[src/rtl/serial_pkg.sv]
// rtl/serial_pkg.sv - shared laser-link serial definitions (rx states, line levels, default baud)
package serial_pkg;

    // Receiver state encoding
    typedef enum logic [2:0] {
        IDLE     = 3'd0,
        START    = 3'd1,
        DATA     = 3'd2,
        STOP     = 3'd3,
        ERR_WAIT = 3'd4
    } rx_state_e;

    // Line levels of the link framing
    localparam logic LINE_IDLE  = 1'b0;
    localparam logic LINE_START = 1'b1;
    localparam logic LINE_STOP  = 1'b0;

    // Clocks per bit at the 65 MHz system clock
    localparam int CLK_PER_BIT_65MHZ = 13540;

    // Two-of-three vote used for glitch-tolerant sampling
    function automatic logic majority3(input logic a, input logic b, input logic c);
        return (a & b) | (a & c) | (b & c);
    endfunction

endpackage

[src/rtl/sync_2ff.sv]
// rtl/sync_2ff.sv - parameterizable-width two-flop synchronizer for asynchronous inputs
module sync_2ff #(
    parameter int WIDTH = 1
) (
    input  logic             clk,
    input  logic             rst,
    input  logic [WIDTH-1:0] d_i,
    output logic [WIDTH-1:0] q_o
);

    logic [WIDTH-1:0] meta_q;
    logic [WIDTH-1:0] sync_q;

    // Two back-to-back flops; only sync_q is safe to use in the clk domain
    always_ff @(posedge clk) begin
        if (rst) begin
            meta_q <= '0;
            sync_q <= '0;
        end else begin
            meta_q <= d_i;
            sync_q <= meta_q;
        end
    end

    assign q_o = sync_q;

endmodule

[src/rtl/serial_rx.sv]
// rtl/serial_rx.sv - laser-link serial receiver; SERIAL_RX_MAJORITY_EN enables 3-sample majority voting
module serial_rx
    import serial_pkg::*;
#(
    parameter int CLK_PER_BIT = CLK_PER_BIT_65MHZ,
    parameter int PKT_LENGTH  = 32
) (
    input  logic                  clk,
    input  logic                  rst,
    input  logic                  rx,
    output logic [PKT_LENGTH-1:0] data,
    output logic                  new_data,
    output logic                  busy,
    output logic                  frame_error
);

    localparam int CTR_SIZE     = $clog2(CLK_PER_BIT);
    localparam int BIT_CTR_SIZE = $clog2(PKT_LENGTH) + 1;

    localparam logic [CTR_SIZE-1:0]     CTR_HALF = CTR_SIZE'(CLK_PER_BIT / 2 - 1);
    localparam logic [CTR_SIZE-1:0]     CTR_FULL = CTR_SIZE'(CLK_PER_BIT - 1);
    localparam logic [BIT_CTR_SIZE-1:0] BIT_LAST = BIT_CTR_SIZE'(PKT_LENGTH - 1);

    logic rx_s;
    logic sample;

    rx_state_e state_q, state_d;
    logic [CTR_SIZE-1:0]     ctr_q, ctr_d;
    logic [BIT_CTR_SIZE-1:0] bit_ctr_q, bit_ctr_d;
    logic [PKT_LENGTH-1:0]   shreg_q, shreg_d;
    logic [PKT_LENGTH-1:0]   data_q, data_d;
    logic                    new_data_q, new_data_d;
    logic                    frame_error_q, frame_error_d;

    logic half_hit;
    logic full_hit;
    logic last_bit;

    sync_2ff #(
        .WIDTH(1)
    ) u_sync (
        .clk(clk),
        .rst(rst),
        .d_i(rx),
        .q_o(rx_s)
    );

    assign half_hit = (ctr_q == CTR_HALF);
    assign full_hit = (ctr_q == CTR_FULL);
    assign last_bit = (bit_ctr_q == BIT_LAST);

`ifdef SERIAL_RX_MAJORITY_EN
    // Last two rx_s values; with the live value they span terminal-2..terminal
    logic [1:0] hist_q;

    // Shift rx_s history every cycle so the vote is ready at any terminal count
    always_ff @(posedge clk) begin
        if (rst) begin
            hist_q <= '0;
        end else begin
            hist_q <= {hist_q[0], rx_s};
        end
    end

    assign sample = majority3(hist_q[1], hist_q[0], rx_s);
`else
    assign sample = rx_s;
`endif

    // State register
    always_ff @(posedge clk) begin
        if (rst) begin
            state_q <= IDLE;
        end else begin
            state_q <= state_d;
        end
    end

    // Next-state logic: framing decisions at the terminal counts
    always_comb begin
        state_d = state_q;
        case (state_q)
            IDLE:     if (rx_s == LINE_START) state_d = START;
            START:    if (half_hit) state_d = (sample == LINE_START) ? DATA : IDLE;
            DATA:     if (full_hit && last_bit) state_d = STOP;
            STOP:     if (full_hit) state_d = (sample == LINE_STOP) ? IDLE : ERR_WAIT;
            ERR_WAIT: if (rx_s == LINE_IDLE) state_d = IDLE;
            default:  state_d = IDLE;
        endcase
    end

    // Output/datapath logic: bit timing, shifting and the result strobes
    always_comb begin
        ctr_d         = ctr_q + 1'b1;
        bit_ctr_d     = bit_ctr_q;
        shreg_d       = shreg_q;
        data_d        = data_q;
        new_data_d    = 1'b0;
        frame_error_d = 1'b0;
        case (state_q)
            IDLE: begin
                ctr_d     = '0;
                bit_ctr_d = '0;
            end
            START: begin
                if (half_hit) begin
                    ctr_d     = '0;
                    bit_ctr_d = '0;
                end
            end
            DATA: begin
                if (full_hit) begin
                    ctr_d = '0;
                    shreg_d[bit_ctr_q[BIT_CTR_SIZE-2:0]] = sample;
                    bit_ctr_d = bit_ctr_q + 1'b1;
                end
            end
            STOP: begin
                if (full_hit) begin
                    ctr_d = '0;
                    if (sample == LINE_STOP) begin
                        data_d     = shreg_q;
                        new_data_d = 1'b1;
                    end else begin
                        frame_error_d = 1'b1;
                    end
                end
            end
            ERR_WAIT: begin
                ctr_d     = '0;
                bit_ctr_d = '0;
            end
            default: begin
                ctr_d     = '0;
                bit_ctr_d = '0;
            end
        endcase
    end

    // Datapath registers; reset aborts any frame in flight without strobes
    always_ff @(posedge clk) begin
        if (rst) begin
            ctr_q         <= '0;
            bit_ctr_q     <= '0;
            shreg_q       <= '0;
            data_q        <= '0;
            new_data_q    <= 1'b0;
            frame_error_q <= 1'b0;
        end else begin
            ctr_q         <= ctr_d;
            bit_ctr_q     <= bit_ctr_d;
            shreg_q       <= shreg_d;
            data_q        <= data_d;
            new_data_q    <= new_data_d;
            frame_error_q <= frame_error_d;
        end
    end

    assign data        = data_q;
    assign new_data    = new_data_q;
    assign frame_error = frame_error_q;
    assign busy        = (state_q != IDLE);

endmodule

[config.mk]
export PLATFORM = sky130hd
export DESIGN_NAME = serial_rx
export DESIGN_NICKNAME = d
export VERILOG_FILES = /design/src/rtl/serial_pkg.sv /design/src/rtl/sync_2ff.sv /design/src/rtl/serial_rx.sv
export SDC_FILE = /design/constraint.sdc
export NUM_CORES = 1
export LEC_CHECK = 0
export BUFFER_PORTS_ARGS = -buffer_cell sky130_fd_sc_hd__buf_2
export CAP_MARGIN = 20
export CORE_ASPECT_RATIO = 1.25
export CORE_UTILIZATION = 63
export DETAILED_ROUTE_END_ITERATION = 12
export MAX_ROUTING_LAYER = met4
export PLACE_DENSITY = 0.84
export SLEW_MARGIN = 20
export SYNTH_ARGS = -nofsm -noshare
export SYNTH_HDL_FRONTEND = slang
export SYNTH_SLANG_ARGS = --single-unit
export TNS_END_PERCENT = 20
[constraint.sdc]
create_clock -name clk -period 3.1 [get_ports clk]
set_input_delay 0.465 -clock clk [delete_from_list [all_inputs] [get_ports clk]]
set_output_delay 0.465 -clock clk [all_outputs]
set_load 0.1 [all_outputs]
=== After elaboration in Yosys (flattened, before gate mapping) ===
Index checks and enable logic that the tools add are counted.

* Output and inout bits: 35
* Bits of input ports: 3
* Register bits: 91

* $add $sub $neg: 2
* Reductions and logical operators: 10
* Mux-type cells: 19
* Bitwise logic cells: 3
* Equality and inequality tests: 13
* $lt $le $gt $ge: 2

{| class="wikitable"
|+ Operator list
! operator !! count
|-
| $bwmux W32 || 1
|-
| $mux W14 || 2
|-
| $pmux W14 S2 || 1
|-
| $mux W3 || 6
|-
| $pmux W6 S3 || 1
|-
| $pmux W3 S5 || 1
|-
| $add A14 B1 Y14 const B || 1
|-
| $eq A14 B13 Y1 const B || 1
|-
| $eq A14 B14 Y1 const B || 1
|-
| $mux W6 || 2
|-
| $ne A2 B2 Y1 const B || 5
|-
| $add A6 B1 Y6 const B || 1
|-
| $eq A3 B2 Y1 const B || 2
|-
| $eq A6 B5 Y1 const B || 1
|-
| $lt A5 B6 Y1 const B || 1
|-
| $reduce_and A3 Y1 || 2
|-
| $demux W1 S5 || 1
|-
| $ge A5 B1 Y1 const B || 1
|-
| $reduce_and A5 Y1 || 1
|-
| $eq A3 B1 Y1 const B || 1
|-
| $eq A3 B3 Y1 const B || 1
|-
| $logic_not A3 Y1 || 1
|-
| $mux W1 || 3
|-
| $not A1 Y1 || 3
|-
| 7 further kinds || 8
|}

=== Longest topological paths before layout ===
* Depth after elaboration: 5
* Mapped depth: 8

=== Hierarchy ===
Synthesis repeated with hierarchy kept, for this count alone.

* Cell total of the unflattened synthesis: 496
* Area, all modules: 4,361.7 µm²

{| class="wikitable"
|+ Modules (own cells, without submodules)
! module !! instances !! area each (µm²) !! cells each
|-
| serial_rx || 1 || 4,309.1 || 492
|-
| sync_2ff || 1 || 52.6 || 4
|}

=== Worst setup path before layout ===
OpenSTA, ideal clock, no wires.

* Kind: register to register
* Start point: register ctr_q[0]
* End point: register bit_ctr_q[3]
* Data arrival time: 1.848 ns
* Stages on the path, launching flop included: 7
* Slack: 1.182 ns
* Setup time: 0.070 ns
* Path through: dfxtp_1 > ha_1 > nand4b_1 > nor4_2 > a21oi_1 > or4_1 > a21boi_1

* Word-level cells in the longest chain between the ends: 3
* Elaborated cells on any way between the ends: 5

{| class="wikitable"
|+ Ends and longest elaborated chain
! what !! RTL line !! source
|-
| start, declared || serial_rx.sv:28 || <nowiki>logic [CTR_SIZE-1:0] ctr_q, ctr_d;</nowiki>
|-
| start signal, assigned || serial_rx.sv:150 || <nowiki>ctr_q <= ctr_d;</nowiki>
|-
| $eq A14 B14 Y1 or $eq A14 B13 Y1 (tied branches) || serial_rx.sv:49, serial_rx.sv:48 ||
|-
| $ne A2 B2 Y1 (no source line) || -- ||
|-
| $reduce_and A3 Y1 (no source line) (*) || -- ||
|-
| end signal, assigned || serial_rx.sv:151 || <nowiki>bit_ctr_q <= bit_ctr_d;</nowiki>
|-
| end, declared || serial_rx.sv:29 || <nowiki>logic [BIT_CTR_SIZE-1:0] bit_ctr_q, bit_ctr_d;</nowiki>
|}

Every way passes the cells marked *; elsewhere a longest branch is shown, timed or not.
A chain may end at the register's enable or synchronous reset.

=== Worst setup path in the final report ===
Ends and elaborated chain as after synthesis.

==> results.md <==
- After layout, the minimum clock period comes to 2.35 ns.
- The worst hold path startpoint is rx.
- Walking the worst path, the cells encountered are ha_1, nand4b_1, nor4_4, a21oi_1, or4_1, a21boi_1.
- The portion of the clock cycle consumed by the worst path in the final layout is 75.9%.
- After the last flow step, the layout net total stands at 481.
- The worst reg-to-reg path cell count is 6.
- For the worst-skew pair, the clock arrives at the later sink with an insertion delay of 0.36 ns.
- The number of setup buffers added after CTS is 0.
- Yosys instantiated no cell more often than sky130_fd_sc_hd__dfxtp_1.
- The post-detailed-route DRC marker count is 0.
- The post-detailed-routing wire length is 7680 um.
- On the critical path, the stage with the largest delay is an instance of sky130_fd_sc_hd__or4_1.
- The pre-antenna-repair detailed-routing pass consisted of 4 iterations.
- The register bit count reported by yosys is 91.
- The number of hold-slack violations in the final timing report came to 0.
- Once the floorplan was initialized, standard cells occupied 66.0% of the core.
- Detailed placement finished with a half-perimeter wire length of 5070 um.
- The initial antenna violation count is 0.
- The number of diodes added for antenna fixing is 0.
- Clock-pin slew was measured on the worst setup and hold paths at 0.09 ns.
- The die covers 0.00650 mm^2.
- Routability-driven placement finished with a final weighted congestion of 0.847.
- The number of max-cap violations is 0.
- In this run the vertical extent of the chip is 89.9 um.
- After the first detailed-routing iteration, the DRC count stood at 187.
- The most instantiated flip-flop cell in the synthesis netlist is sky130_fd_sc_hd__dfxtp_1.
- The final instance count without filler cells is 559.
- The number of port buffers is 37.
- The floorplan has 31 rows.
- The number of stages on the worst hold path is 2.
- Of the cells placed in the final design, the portion with a size suffix greater than 1 is 14.3%.
- The fmax is 0.425 GHz.
- For this design the static power due to leakage is 1.73 nW.
- CTS placed an instance of sky130_fd_sc_hd__clkbuf_8 at the clock tree root.
- After filler insertion, the fill cell instance count of the layout stands at 476.
- The core region is 0.00590 mm^2.
- The peak fanout along the critical path is 9.
- The quantity of hold-fixing buffers added after cts is 0.
- IR analysis of the VDD net gives a maximum drop of 0.000383 V.
- The endpoint of the worst-slack reg-to-reg timing path is bit_ctr_q[3].
- The post-synth net total is 462.
- Of all cell types, the one taking the most synthesized area is sky130_fd_sc_hd__dfxtp_1.
- The data arrival time of the critical path is 2.64 ns.
- Power spread over the standard cell area amounts to 456 mW/mm^2.
- The horizontal die dimension is 72.3 um.
- The tightest min-delay check is of the in -> reg type.
- The final standard cell utilization of the core is 72.5%.
- The number of slew-limit violations in the final report is 0.
- The worst endpoint required time is 3.39 ns.
- The routed length per placed instance is 13.7 um.
- In this run, CTS created clock tree buffers numbering 9.
- The sequential cell area fraction in the yosys report is 46.8%.
- The TritonCTS sink count is 91.
- Setup repair after global routing left no endpoint under its margin.
- The worst setup path is captured at a flop.
- The leftover overflow at the end of global routing is 0.
- The post-synthesis async set-or-reset flop share is 0%.
- The via count of the first global-routing pass was 2943.
- The number of top-level pins is 38.
- The netlist uses 41 different library cells.
- In this run the remaining antenna-violating nets after routing total 0.
- The startpoint identified for the worst register-to-register timing path is ctr_q[0].
- By area the synthesized netlist is led by sky130_fd_sc_hd__dfxtp_1, sky130_fd_sc_hd__mux2i_1, sky130_fd_sc_hd__nand2_1.
- The tightest slew margin relative to the limit is 55.7%.
- The mapped netlist covers 0.00389 mm^2.
- The worst-case clock buffer depth is 2.
- The pin count of the biggest net entering global routing is 39.
- The CTS tree is built.
- The instance count of the mapped netlist is 453.
- On the final layout, the worst clock skew is 0.00977 ns.
- The hold-critical path endpoint is u_sync.meta_q.
- Global routing used 26.7% of the available tracks across all layers.
- The worst reg-to-reg setup slack is 0.75 ns.
- Summed over its instances, the top area cell type makes up 46.8% of the synthesized netlist area.
- The count of cells resized by post-cts repair is 0.
- The actual transition at the worst max-transition pin is 0.664 ns.
- The detailed-route via count is 3133.
- The flow ran to the end, and the final reports show no timing, DRC or antenna violations.
- The global-route wire length before repair is 13500 um.
- The largest single stage delay on the critical path is 0.53 ns.
- The area growth from synthesis to layout is 9.74%.
- Yosys mapped a number of flops with a built-in enable equal to 0.
- The count of synthesis-stage warnings from yosys is 0.
- After detailed placement, the design holds a cell count of 543.
- The nature of the critical path startpoint is a flop.
- The number of H-tree levels is 3.
- Each instance of the synthesized netlist takes up on average 8.60 um^2.
- After detailed routing, the number of vias per cell comes to 5.60.
- Ranked by instance count, the synthesized netlist is headed by sky130_fd_sc_hd__dfxtp_1, sky130_fd_sc_hd__nand2_1, sky130_fd_sc_hd__nor2_1, sky130_fd_sc_hd__a21oi_1, sky130_fd_sc_hd__nand4_1.
- The type of the setup path with the least slack is reg -> reg.
- The total negative setup slack is 0 ns.
- Setup violations remaining at the end of the flow were counted as 0.
[cell families (layout without fill, tap and decap cells)]
kind of cell,count (synthesis),count (layout),share of synthesized area [%]
AND/OR/NAND/NOR,213,213,27.4
flip-flops,91,91,46.8
AO/OA/AOI/OAI,56,56,8.23
buffers and inverters,42,66,4.50
multiplexers,33,33,8.48
XOR/XNOR,12,12,2.70
adder cells (fa/ha/maj),6,6,1.93
[area by class of cell]
type / instances / area (um^2) / share of cell area (%)
clock buffers: 9 / 124 / 2.90
clock inverters: 7 / 52.6 / 1.23
inverters: 5 / 18.8 / 0.439
multi-input cells: 320 / 1910 / 44.7
flip-flops and latches: 91 / 1820 / 42.6
well taps: 82 / 103 / 2.40
repair buffers: 45 / 245 / 5.74
[stage by stage]
step / power (mW) / hold WS [ns] / instance area, um^2 / setup slack (ns)
3_3_place_gp: 1.25 / 0.434 / 4100 / 0.875
2_1_floorplan: 1.24 / 0.414 / 3890 / 1.18
3_5_place_dp: 1.25 / 0.441 / 4100 / 0.783
6_report: 1.95 / 0.317 / 4270 / 0.748
4_1_cts: 1.96 / 0.303 / 4270 / 0.751
5_1_grt: 2.03 / 0.319 / 4270 / 0.379
[where the power goes]
part / internal (mW) / switching, mW
Combinational: 0.0118 / 0.0411
Clock: 0.293 / 0.427
Sequential: 1.17 / 0.00391
Total: 1.48 / 0.472
[metal layers]
metal / share of wire [%] / GRT usage, % / vias up / wire length, um
met5: 0 / - / - / 0
met4: 1.3 / 8.99 / 0 / 102
met3: 4.2 / 5.49 / 11 / 319
met2: 50 / 43.1 / 66 / 3850
met1: 44 / 33.0 / 1462 / 3420
li1: - / - / 1594 / -
[worst max-delay path, delay by kind of cell, from the launching register on]
family	cells	cell delay [ns]
adders and majority gates	1	0.24
AOI/OAI and AO/OA	2	0.45
and+or+nand+nor	3	1.18
DFF	1	0.43
[cells in the final DEF, fill, tap and decap left out, types with 2 or more instances in the layout]
cell type                    instances
sky130_fd_sc_hd__ha_1                6
sky130_fd_sc_hd__buf_2              37
sky130_fd_sc_hd__nor4_4              2
sky130_fd_sc_hd__dfxtp_1            91
sky130_fd_sc_hd__nand4b_1            2
sky130_fd_sc_hd__o31ai_1             5
sky130_fd_sc_hd__nor2_1             50
sky130_fd_sc_hd__a21boi_1            3
sky130_fd_sc_hd__or3_1               2
sky130_fd_sc_hd__xnor2_1             4
sky130_fd_sc_hd__o21ai_0             3
sky130_fd_sc_hd__clkinvlp_4          4
sky130_fd_sc_hd__nor3_1              4
sky130_fd_sc_hd__and4_1              2
sky130_fd_sc_hd__clkbuf_8            9
sky130_fd_sc_hd__buf_4               8
sky130_fd_sc_hd__nand4_1            34
sky130_fd_sc_hd__nand2_1            74
sky130_fd_sc_hd__and3b_1             2
sky130_fd_sc_hd__nor2_2              2
sky130_fd_sc_hd__nor2b_1             6
sky130_fd_sc_hd__nand2b_1            3
sky130_fd_sc_hd__mux2i_1            33
sky130_fd_sc_hd__inv_1               5
sky130_fd_sc_hd__and3_1              4
sky130_fd_sc_hd__or4_1               5
sky130_fd_sc_hd__nand4bb_1           2
sky130_fd_sc_hd__xor2_1              8
sky130_fd_sc_hd__nand3_1            11
sky130_fd_sc_hd__a21oi_1            40
sky130_fd_sc_hd__nor3b_1             4
[state kept, by name (all words and copies together), names as in the netlist]
register / count
bit_ctr_q: 6
u_sync.q_o: 1
shreg_q: 32
state_q: 3
data: 32
ctr_q: 14
frame_error: 1
new_data: 1
u_sync.meta_q: 1
[worst max-delay path by stage]
stage               startpoint            to  cells past startpoint
CTS                   ctr_q[0]  bit_ctr_q[3]                      6
global route          ctr_q[0]      data[15]                      7
detailed placement    ctr_q[0]      data[20]                      7
global placement      ctr_q[0]      data[24]                      7
finish                ctr_q[0]  bit_ctr_q[3]                      6
floorplan             ctr_q[0]  bit_ctr_q[3]                      6
Note: power is estimated with default switching activity, not from simulation.
